`src/rtl/ddr3_rd_pkg.sv`:
```
// Shared types and default sizing for the DDR3 read arbiter and its tag FIFO.
package ddr3_rd_pkg;

  typedef enum logic [0:0] {
    ST_IDLE  = 1'b0,
    ST_ISSUE = 1'b1
  } state_t;

  typedef struct packed {
    logic       req_id;
    logic [1:0] tag;
  } tag_entry_t;

  localparam int DEF_BURST_LEN       = 15;
  localparam int DEF_MAX_OUTSTANDING = 4;

endpackage

```
`src/rtl/ddr3_tag_fifo.sv`:
```
// Show-ahead FIFO of {req_id, tag} for issued bursts; occupancy is the
// outstanding-burst count.
module ddr3_tag_fifo
  import ddr3_rd_pkg::*;
#(
  parameter int DEPTH = DEF_MAX_OUTSTANDING,
  parameter int CW    = $clog2(DEPTH + 1)
) (
  input  logic          clk,
  input  logic          reset_n,
  input  logic          push,
  input  logic [2:0]    din,
  input  logic          pop,
  output logic [2:0]    dout,
  output logic          full,
  output logic          empty,
  output logic [CW-1:0] count
);

  localparam int PW = (DEPTH > 1) ? $clog2(DEPTH) : 1;

  logic [2:0]    mem [DEPTH];
  logic [PW-1:0] wr_ptr;
  logic [PW-1:0] rd_ptr;
  logic          do_push;
  logic          do_pop;

  assign full    = (count == CW'(DEPTH));
  assign empty   = (count == '0);
  assign do_push = push & ~full;
  assign do_pop  = pop & ~empty;
  assign dout    = mem[rd_ptr];

  always_ff @(posedge clk) begin
    if (do_push) mem[wr_ptr] <= din;
  end

  always_ff @(posedge clk or negedge reset_n) begin
    if (!reset_n) begin
      wr_ptr <= '0;
      rd_ptr <= '0;
      count  <= '0;
    end else begin
      if (do_push) wr_ptr <= (wr_ptr == PW'(DEPTH - 1)) ? '0 : wr_ptr + 1'b1;
      if (do_pop)  rd_ptr <= (rd_ptr == PW'(DEPTH - 1)) ? '0 : rd_ptr + 1'b1;
      case ({do_push, do_pop})
        2'b10:   count <= count + 1'b1;
        2'b01:   count <= count - 1'b1;
        default: count <= count;
      endcase
    end
  end

endmodule

```
`src/rtl/ddr3_read_arbiter.sv`:
```
// Two-requester round-robin DDR3 burst-read arbiter with credit limiting and
// tag-FIFO routing of returned beats back to the owning requester.
module ddr3_read_arbiter
  import ddr3_rd_pkg::*;
#(
  parameter int BURST_LEN       = DEF_BURST_LEN,
  parameter int MAX_OUTSTANDING = DEF_MAX_OUTSTANDING,
  parameter int DATA_W          = 256
) (
  input  logic              clk,
  input  logic              reset_n,
  input  logic [28:0]       req0_addr_data,
  input  logic              req0_addr_valid,
  output logic              req0_addr_ready,
  input  logic [28:0]       req1_addr_data,
  input  logic              req1_addr_valid,
  output logic              req1_addr_ready,
  output logic [26:0]       avm_address,
  output logic              avm_read,
  output logic [4:0]        avm_burstcount,
  input  logic              avm_waitrequest,
  input  logic [DATA_W-1:0] avm_readdata,
  input  logic              avm_readdatavalid,
  output logic [DATA_W-1:0] rsp_data,
  output logic [1:0]        rsp_tag,
  output logic              rsp_last,
  output logic              rsp0_valid,
  output logic              rsp1_valid,
  output logic              rsp_error
);

  localparam int CW = $clog2(MAX_OUTSTANDING + 1);
  localparam int BW = (BURST_LEN > 1) ? $clog2(BURST_LEN) : 1;
  localparam logic [BW-1:0] LAST_BEAT = BW'(BURST_LEN - 1);

  state_t        state;
  logic          last_grant;
  tag_entry_t    pend;
  logic          credit;
  logic          grant0;
  logic          grant1;
  logic          accept;
  logic [28:0]   sel_data;
  logic          issue_done;
  logic [2:0]    fifo_dout;
  tag_entry_t    head;
  logic          fifo_full;
  logic          fifo_empty;
  logic [CW-1:0] fifo_count;
  logic          fifo_pop;
  logic [BW-1:0] beat;
  logic          beat_last;

  assign avm_burstcount = 5'(BURST_LEN);

  // last_grant==1 means requester 1 won last time, so requester 0 wins a tie.
  assign credit          = (fifo_count < CW'(MAX_OUTSTANDING));
  assign grant0          = req0_addr_valid & (~req1_addr_valid | last_grant);
  assign grant1          = req1_addr_valid & (~req0_addr_valid | ~last_grant);
  assign req0_addr_ready = (state == ST_IDLE) & grant0 & credit;
  assign req1_addr_ready = (state == ST_IDLE) & grant1 & credit;
  assign accept          = req0_addr_ready | req1_addr_ready;
  assign sel_data        = req1_addr_ready ? req1_addr_data : req0_addr_data;
  assign issue_done      = (state == ST_ISSUE) & ~avm_waitrequest;

  always_ff @(posedge clk or negedge reset_n) begin
    if (!reset_n) begin
      state       <= ST_IDLE;
      avm_read    <= 1'b0;
      avm_address <= '0;
      pend        <= '0;
      last_grant  <= 1'b1;
    end else begin
      case (state)
        ST_IDLE: begin
          if (accept) begin
            avm_address <= sel_data[26:0];
            pend.req_id <= req1_addr_ready;
            pend.tag    <= sel_data[28:27];
            last_grant  <= req1_addr_ready;
            avm_read    <= 1'b1;
            state       <= ST_ISSUE;
          end
        end
        ST_ISSUE: begin
          if (!avm_waitrequest) begin
            avm_read <= 1'b0;
            state    <= ST_IDLE;
          end
        end
        default: state <= ST_IDLE;
      endcase
    end
  end

  ddr3_tag_fifo #(
    .DEPTH(MAX_OUTSTANDING),
    .CW   (CW)
  ) u_tag_fifo (
    .clk    (clk),
    .reset_n(reset_n),
    .push   (issue_done & ~fifo_full),
    .din    (pend),
    .pop    (fifo_pop),
    .dout   (fifo_dout),
    .full   (fifo_full),
    .empty  (fifo_empty),
    .count  (fifo_count)
  );

  assign head      = tag_entry_t'(fifo_dout);
  assign beat_last = (beat == LAST_BEAT);
  assign fifo_pop  = avm_readdatavalid & ~fifo_empty & beat_last;

  // Stray beats with nothing outstanding only raise the sticky error.
  always_ff @(posedge clk or negedge reset_n) begin
    if (!reset_n) begin
      rsp_data   <= '0;
      rsp_tag    <= '0;
      rsp_last   <= 1'b0;
      rsp0_valid <= 1'b0;
      rsp1_valid <= 1'b0;
      rsp_error  <= 1'b0;
      beat       <= '0;
    end else begin
      rsp0_valid <= 1'b0;
      rsp1_valid <= 1'b0;
      rsp_last   <= 1'b0;
      if (avm_readdatavalid) begin
        if (fifo_empty) begin
          rsp_error <= 1'b1;
        end else begin
          rsp_data   <= avm_readdata;
          rsp_tag    <= head.tag;
          rsp_last   <= beat_last;
          rsp0_valid <= ~head.req_id;
          rsp1_valid <= head.req_id;
          beat       <= beat_last ? '0 : beat + 1'b1;
        end
      end
    end
  end

endmodule

```
`config.mk`:
```
export PLATFORM = sky130hd
export DESIGN_NAME = ddr3_read_arbiter
export DESIGN_NICKNAME = d
export VERILOG_FILES = /design/src/rtl/ddr3_rd_pkg.sv /design/src/rtl/ddr3_tag_fifo.sv /design/src/rtl/ddr3_read_arbiter.sv
export SDC_FILE = /design/constraint.sdc
export NUM_CORES = 1
export LEC_CHECK = 0
export CORE_AREA = 2 2 237 239
export DETAILED_ROUTE_END_ITERATION = 10
export DIE_AREA = 0 0 239 241
export PLACE_DENSITY_LB_ADDON = 0.12
export RECOVER_POWER = 25
export SLEW_MARGIN = 30
export SYNTH_ARGS = -nofsm -noshare
export SYNTH_HDL_FRONTEND = slang
export SYNTH_SLANG_ARGS = --single-unit
```
`constraint.sdc`:
```
create_clock -name clk -period 5.1 [get_ports clk]
set_clock_uncertainty 0.15 [all_clocks]
set_input_delay 1.02 -clock clk [delete_from_list [all_inputs] [get_ports clk]]
set_output_delay 1.02 -clock clk [all_outputs]
set_load 0.01 [all_outputs]
```
* After elaboration in Yosys (flattened, before gate mapping)
Memory sizes are Yosys's and may differ from the RTL's.
Cells that the tools add are included.
** Cells by class
- Bitwise gates (word level) :: 23
- Order comparisons :: 1
- Muxes and demuxes :: 19
- $add $sub $neg :: 5
- Reduce and logical (&&, ||, !) cells :: 6
- Eq/ne operators :: 8
** Operator list (number)
- $mux W29 :: 1
- $and A1 B1 Y1 :: 12
- $mux W1 :: 12
- $not A1 Y1 :: 8
- $reduce_and A2 Y1 :: 4
- $eq A2 B2 Y1 const B :: 3
- $pmux W3 S2 :: 1
- $add A2 B1 Y2 const B :: 2
- $add A4 B1 Y4 const B :: 1
- $eq A4 B4 Y1 const B :: 1
- $mux W2 :: 2
- $mux W4 :: 1
- $ne A2 B2 Y1 const B :: 2
- $pmux W1 S2 :: 2
- $add A3 B1 Y3 const B :: 1
- $eq A3 B3 Y1 const B :: 1
- $logic_not A3 Y1 :: 1
- $lt A3 B3 Y1 const B :: 1
- $or A1 B1 Y1 :: 3
- $sub A3 B1 Y3 const B :: 1
- $eq A2 B1 Y1 const B :: 1
- $reduce_bool A2 Y1 :: 1
** Storage, ports and cells
- Register bits after elaboration :: 306
- Bits in writable memories :: 12
- Memories kept :: 1
** Memories
- u_tag_fifo.mem :: depth 4, width 3, read ports 1, clocked after memory_dff 0, write ports 1, RTL line ddr3_tag_fifo.sv:22 : logic [2:0] mem [DEPTH];

* Longest topological paths before layout
- Word-level depth :: 8
- Gate-level depth with buffers :: 9
- Depth with buffers taken out :: 9

* Hierarchy
From an unflattened synthesis, not the netlist that was laid out.
** Second synthesis, totals
- Cells, all modules :: 1375
- Area total of the unflattened synthesis :: 12856.1 um2
** By module, submodules not included
- ddr3_read_arbiter :: seq. area each 7483.4 um2, cells an instance 1320, instances 1, area each 11941.5 um2
- ddr3_tag_fifo :: seq. area each 535.5 um2, cells an instance 55, instances 1, area each 914.6 um2

* Least setup slack after synthesis
No wires, ideal clock.
- Path type :: input to output
- Start :: input req0_addr_valid
- End :: output req1_addr_ready
- Slack :: 2.217 ns
- Arrival time :: 1.713 ns
- Required time :: 3.930 ns
- Path buffers :: 2
- Cell stages on the path :: 5
- Cells stage by stage :: nand2_1 clkbuf_1 nand3_1 buf_2 inv_1
** On the way
- Longest elaborated chain between the ends :: 5
** RTL lines
- start, declared :: RTL line ddr3_read_arbiter.sv:13 : input logic req0_addr_valid,
- $not A1 Y1 :: RTL line ddr3_read_arbiter.sv:59 : assign grant1 = req1_addr_valid & (~req0_addr_valid | ~last_grant);
- $or A1 B1 Y1 :: RTL line ddr3_read_arbiter.sv:59
- $and A1 B1 Y1 :: RTL line ddr3_read_arbiter.sv:59
- $and A1 B1 Y1 (2 in a row) :: RTL line ddr3_read_arbiter.sv:61 : assign req1_addr_ready = (state == ST_IDLE) & grant1 & credit;
- end, declared :: RTL line ddr3_read_arbiter.sv:17 : output logic req1_addr_ready,
Every way passes these cells.

* Final worst setup path
- Start :: input req1_addr_valid
- End :: output req1_addr_ready
** On the way
- Longest elaborated chain between the ends :: 3
** RTL lines
- start, declared :: RTL line ddr3_read_arbiter.sv:16 : input logic req1_addr_valid,
- $and A1 B1 Y1 :: RTL line ddr3_read_arbiter.sv:59
- $and A1 B1 Y1 (2 in a row) :: RTL line ddr3_read_arbiter.sv:61
Every way passes these cells.

==> results_dict.tcl <==
set metrics [dict create \
    run_status "finished with violations" \
    failed_checks "max-capacitance violations, max-slew violations" \
    stdcell_count 2666 \
    cts_setup_buffers 0 \
    dp.final_hpwl_um 35100 \
    root_buffer "clkbuf_16" \
    maxCapViolations 2 \
    critPathRequiredTime_ps 3930 \
    placed_cells 2589 \
    htreeDepth 2 \
    wire_per_inst_um 18.5 \
    ys_seq_elements 318 \
    ctsHoldBuffers 0 \
    path_cells "clkdlybuf4s50_1, nand3_1, inv_1, clkdlybuf4s50_1" \
    p_leak_nw 9.69 \
    ant_nets 0 \
    power_density_nw_per_um2 530 \
    reg2reg_to "rsp_tag[0]" \
    synth_cell_types 38 \
    worstReg2RegStart "u_tag_fifo.count[1]" \
    layout_setup_ws_ps 1310 \
    hold_depth 2 \
    post-route-period-util 0.743 \
    fin_nets 2254 \
    seqCellArea_um2 8020 \
    io_pins 617 \
    ys_seq_area_frac 0.634 \
    hold_ws_ps 319 \
    min-delay-start "rsp_data[155]" \
    ir_drop_uv 224 \
    synthCells 1338 \
    grt_usage 0.165 \
    critPathLaunchType "input pin" \
    finalHoldViolations 0 \
    syn_avg_cell_area_um2 9.45 \
    multi_input_area_um2 4210 \
    cts_sinks 318 \
    fillers 5535 \
    clkTransAtPathRegs_ps 60 \
    max_stage_delay_ps 760 \
    worst-r2r-cell-count 5 \
    die-area_um2 57600 \
    dr.pass1.iters 4 \
    core-area_um2 54900 \
    cts_tree "built" \
    routed-via-count 11100 \
    worstSetupPathType "in -> out" \
    insertion_delay_ps 560 \
    die_w_um 239 \
    min_to "rsp_data[155]" \
    r2r_slack_ps 2570 \
    die-height_um 241 \
    syn_area_um2 12600 \
    min_path_type "reg -> reg" \
    cts_buffers 40 \
    critPathMostFrequentCell "clkdlybuf4s50_1" \
    cts.repair.resized 0 \
    start_util 0.230 \
    drv_slew 108 \
    port_buffers 611 \
    routed_wl_um 49200 \
    setup_tns_ps 0 \
    drtIter0Drc 450 \
    crit_arrival_ps 2620 \
    final_layout_size_suffix_gt1_frac 0.0491 \
    ys_warn_count 0 \
    vias_per_cell 4.17 \
    fmax_mhz 264 \
    clock_path_buffers 3 \
    std_cell_rows 86 \
    grt_pass1_wl_um 72300 \
    antenna_found_initial 8 \
    grt_pass1_vias 11500 \
    place.gp.congestion 0.769 \
    grt_max_degree 175 \
    path_max_fanout 14 \
    relSlewSlack -0.425 \
    finalPower_mw 11.0 \
    route.detailed.drc 0 \
    worstMarginPinSlew_ps 2140 \
    fin_crit_ps 3790 \
    rsz0062_at_grt "no" \
    finalSetupViolCount 0 \
    dp_slack_ps 1300 \
    grt_overflow 0 \
    end_kind "primary output" \
    worst_path_max_delay_cell "clkdlybuf4s50_1" \
    syn2layout_area_growth_pct 64.1 \
]
cell usage after synthesis, drive strengths merged:
master	count	area share
o31a	1	0.00069
nor4	2	0.0015
nand2	781	0.23
inv	9	0.0027
mux4	3	0.0053
edfxtp	12	0.028
ha	6	0.0059
dfstp	1	0.0021
mux2i	1	0.00079
clkbuf	23	0.0068
mux2	4	0.0036
xnor2	1	0.00069
o2bb2ai	1	0.00069
o31ai	2	0.0016
fa	1	0.0016
and4	29	0.020
buf	62	0.026
nand3	4	0.0016
nor2	7	0.0021
nand2b	3	0.0015
a311oi	1	0.00069
a21o	4	0.0024
or2	1	0.00050
nor3	1	0.00040
dfrtp	305	0.60
o21ai	4	0.0016
nor3b	29	0.017
a31oi	1	0.00050
a21oi	1	0.00040
and2	5	0.0025
xor2	2	0.0014
a221o	29	0.023
conb	2	0.00059
placed cells by master (no fill, tap or decap), drive strengths merged, types with 6 or more instances in the layout:
master and instances:
clkdlybuf4s50 609, ha 6, nor2 7, buf 17
clkinv 9, dfrtp 305, nand2 781, edfxtp 12
a221o 29, clkbuf 59, and4 29, inv 13
nor3b 29
power by group:
group	total (mW)	internal (mW)	switching (mW)
sequential	3.98	3.44	0.540
clock	2.77	1.62	1.15
combinational	4.24	2.18	2.07
total	11.0	7.24	3.75
sequential cells by signal, summed over array words and instances, names as in the netlist:
signal and flops:
rsp_last 1, avm_address 27, rsp_data 256, last_grant 1
u_tag_fifo.mem 12, rsp1_valid 1, pend 3, beat 4
avm_read 1, u_tag_fifo.rd_ptr 2, rsp_error 1, rsp0_valid 1
rsp_tag 2, u_tag_fifo.count 3, state 1, u_tag_fifo.wr_ptr 2
cells by family (layout without fill, tap and decap cells):
| group | count (synthesis) | in the layout | synth area share |
|---|---|---|---|
| AND/OR/NAND/NOR | 862 | 862 | 0.279 |
| flip-flops | 318 | 318 | 0.634 |
| buffers and inverters | 94 | 710 | 0.0353 |
| AO/OA/AOI/OAI | 44 | 44 | 0.0315 |
| multiplexers | 8 | 8 | 0.00970 |
| adder cells (fa/ha/maj) | 7 | 7 | 0.00752 |
| XOR/XNOR | 3 | 3 | 0.00208 |
| other | 2 | 10 | 0.000594 |
worst max-delay path, delay by kind of cell:
family	cells	cell delay, ps
AND/OR/NAND/NOR	1	160
buffers and inverters	3	1440
worst max path at each step:
| stage | startpoint | to | slack [ps] |
|---|---|---|---|
| finish | req1_addr_valid | req1_addr_ready | 1310 |
| global route | reset_n | rsp_data[173] | 830 |
| CTS | req1_addr_valid | req1_addr_ready | 1300 |
| detailed placement | req1_addr_valid | req1_addr_ready | 1300 |
| global placement | avm_readdatavalid | beat[0] | 1270 |
| floorplan | req0_addr_valid | req1_addr_ready | 2220 |
final cells by class:
class / count / share of cell area
Sequential cell: 318 / 0.386
Inverter: 9 / 0.00163
Multi-Input combinational cell: 929 / 0.203
Clock inverter: 15 / 0.00446
Timing Repair Buffer: 629 / 0.305
Tap cell: 704 / 0.0424
Clock buffer: 57 / 0.0572
Antenna cell: 5 / 0.000603
per-stage QoR:
| stage | instance area (µm²) | util |
|---|---|---|
| final | 20800 | 0.378 |
| after global routing | 20800 | 0.378 |
| after CTS | 20800 | 0.378 |
| after detailed placement | 19500 | 0.355 |
| after global placement | 19500 | 0.355 |
| after floorplan | 12700 | - |
per-layer routing:
metal | share of wire | wire, µm | vias to the layer above | GRT usage
li1 | - | - | 5400 | -
met1 | 0.39 | 19400 | 5245 | 0.192
met2 | 0.48 | 23600 | 391 | 0.273
met3 | 0.10 | 5140 | 65 | 0.0734
met4 | 0.020 | 984 | 6 | 0.0487
met5 | 0.00089 | 44 | - | 0
Note: power is estimated with default switching activity, not from simulation.
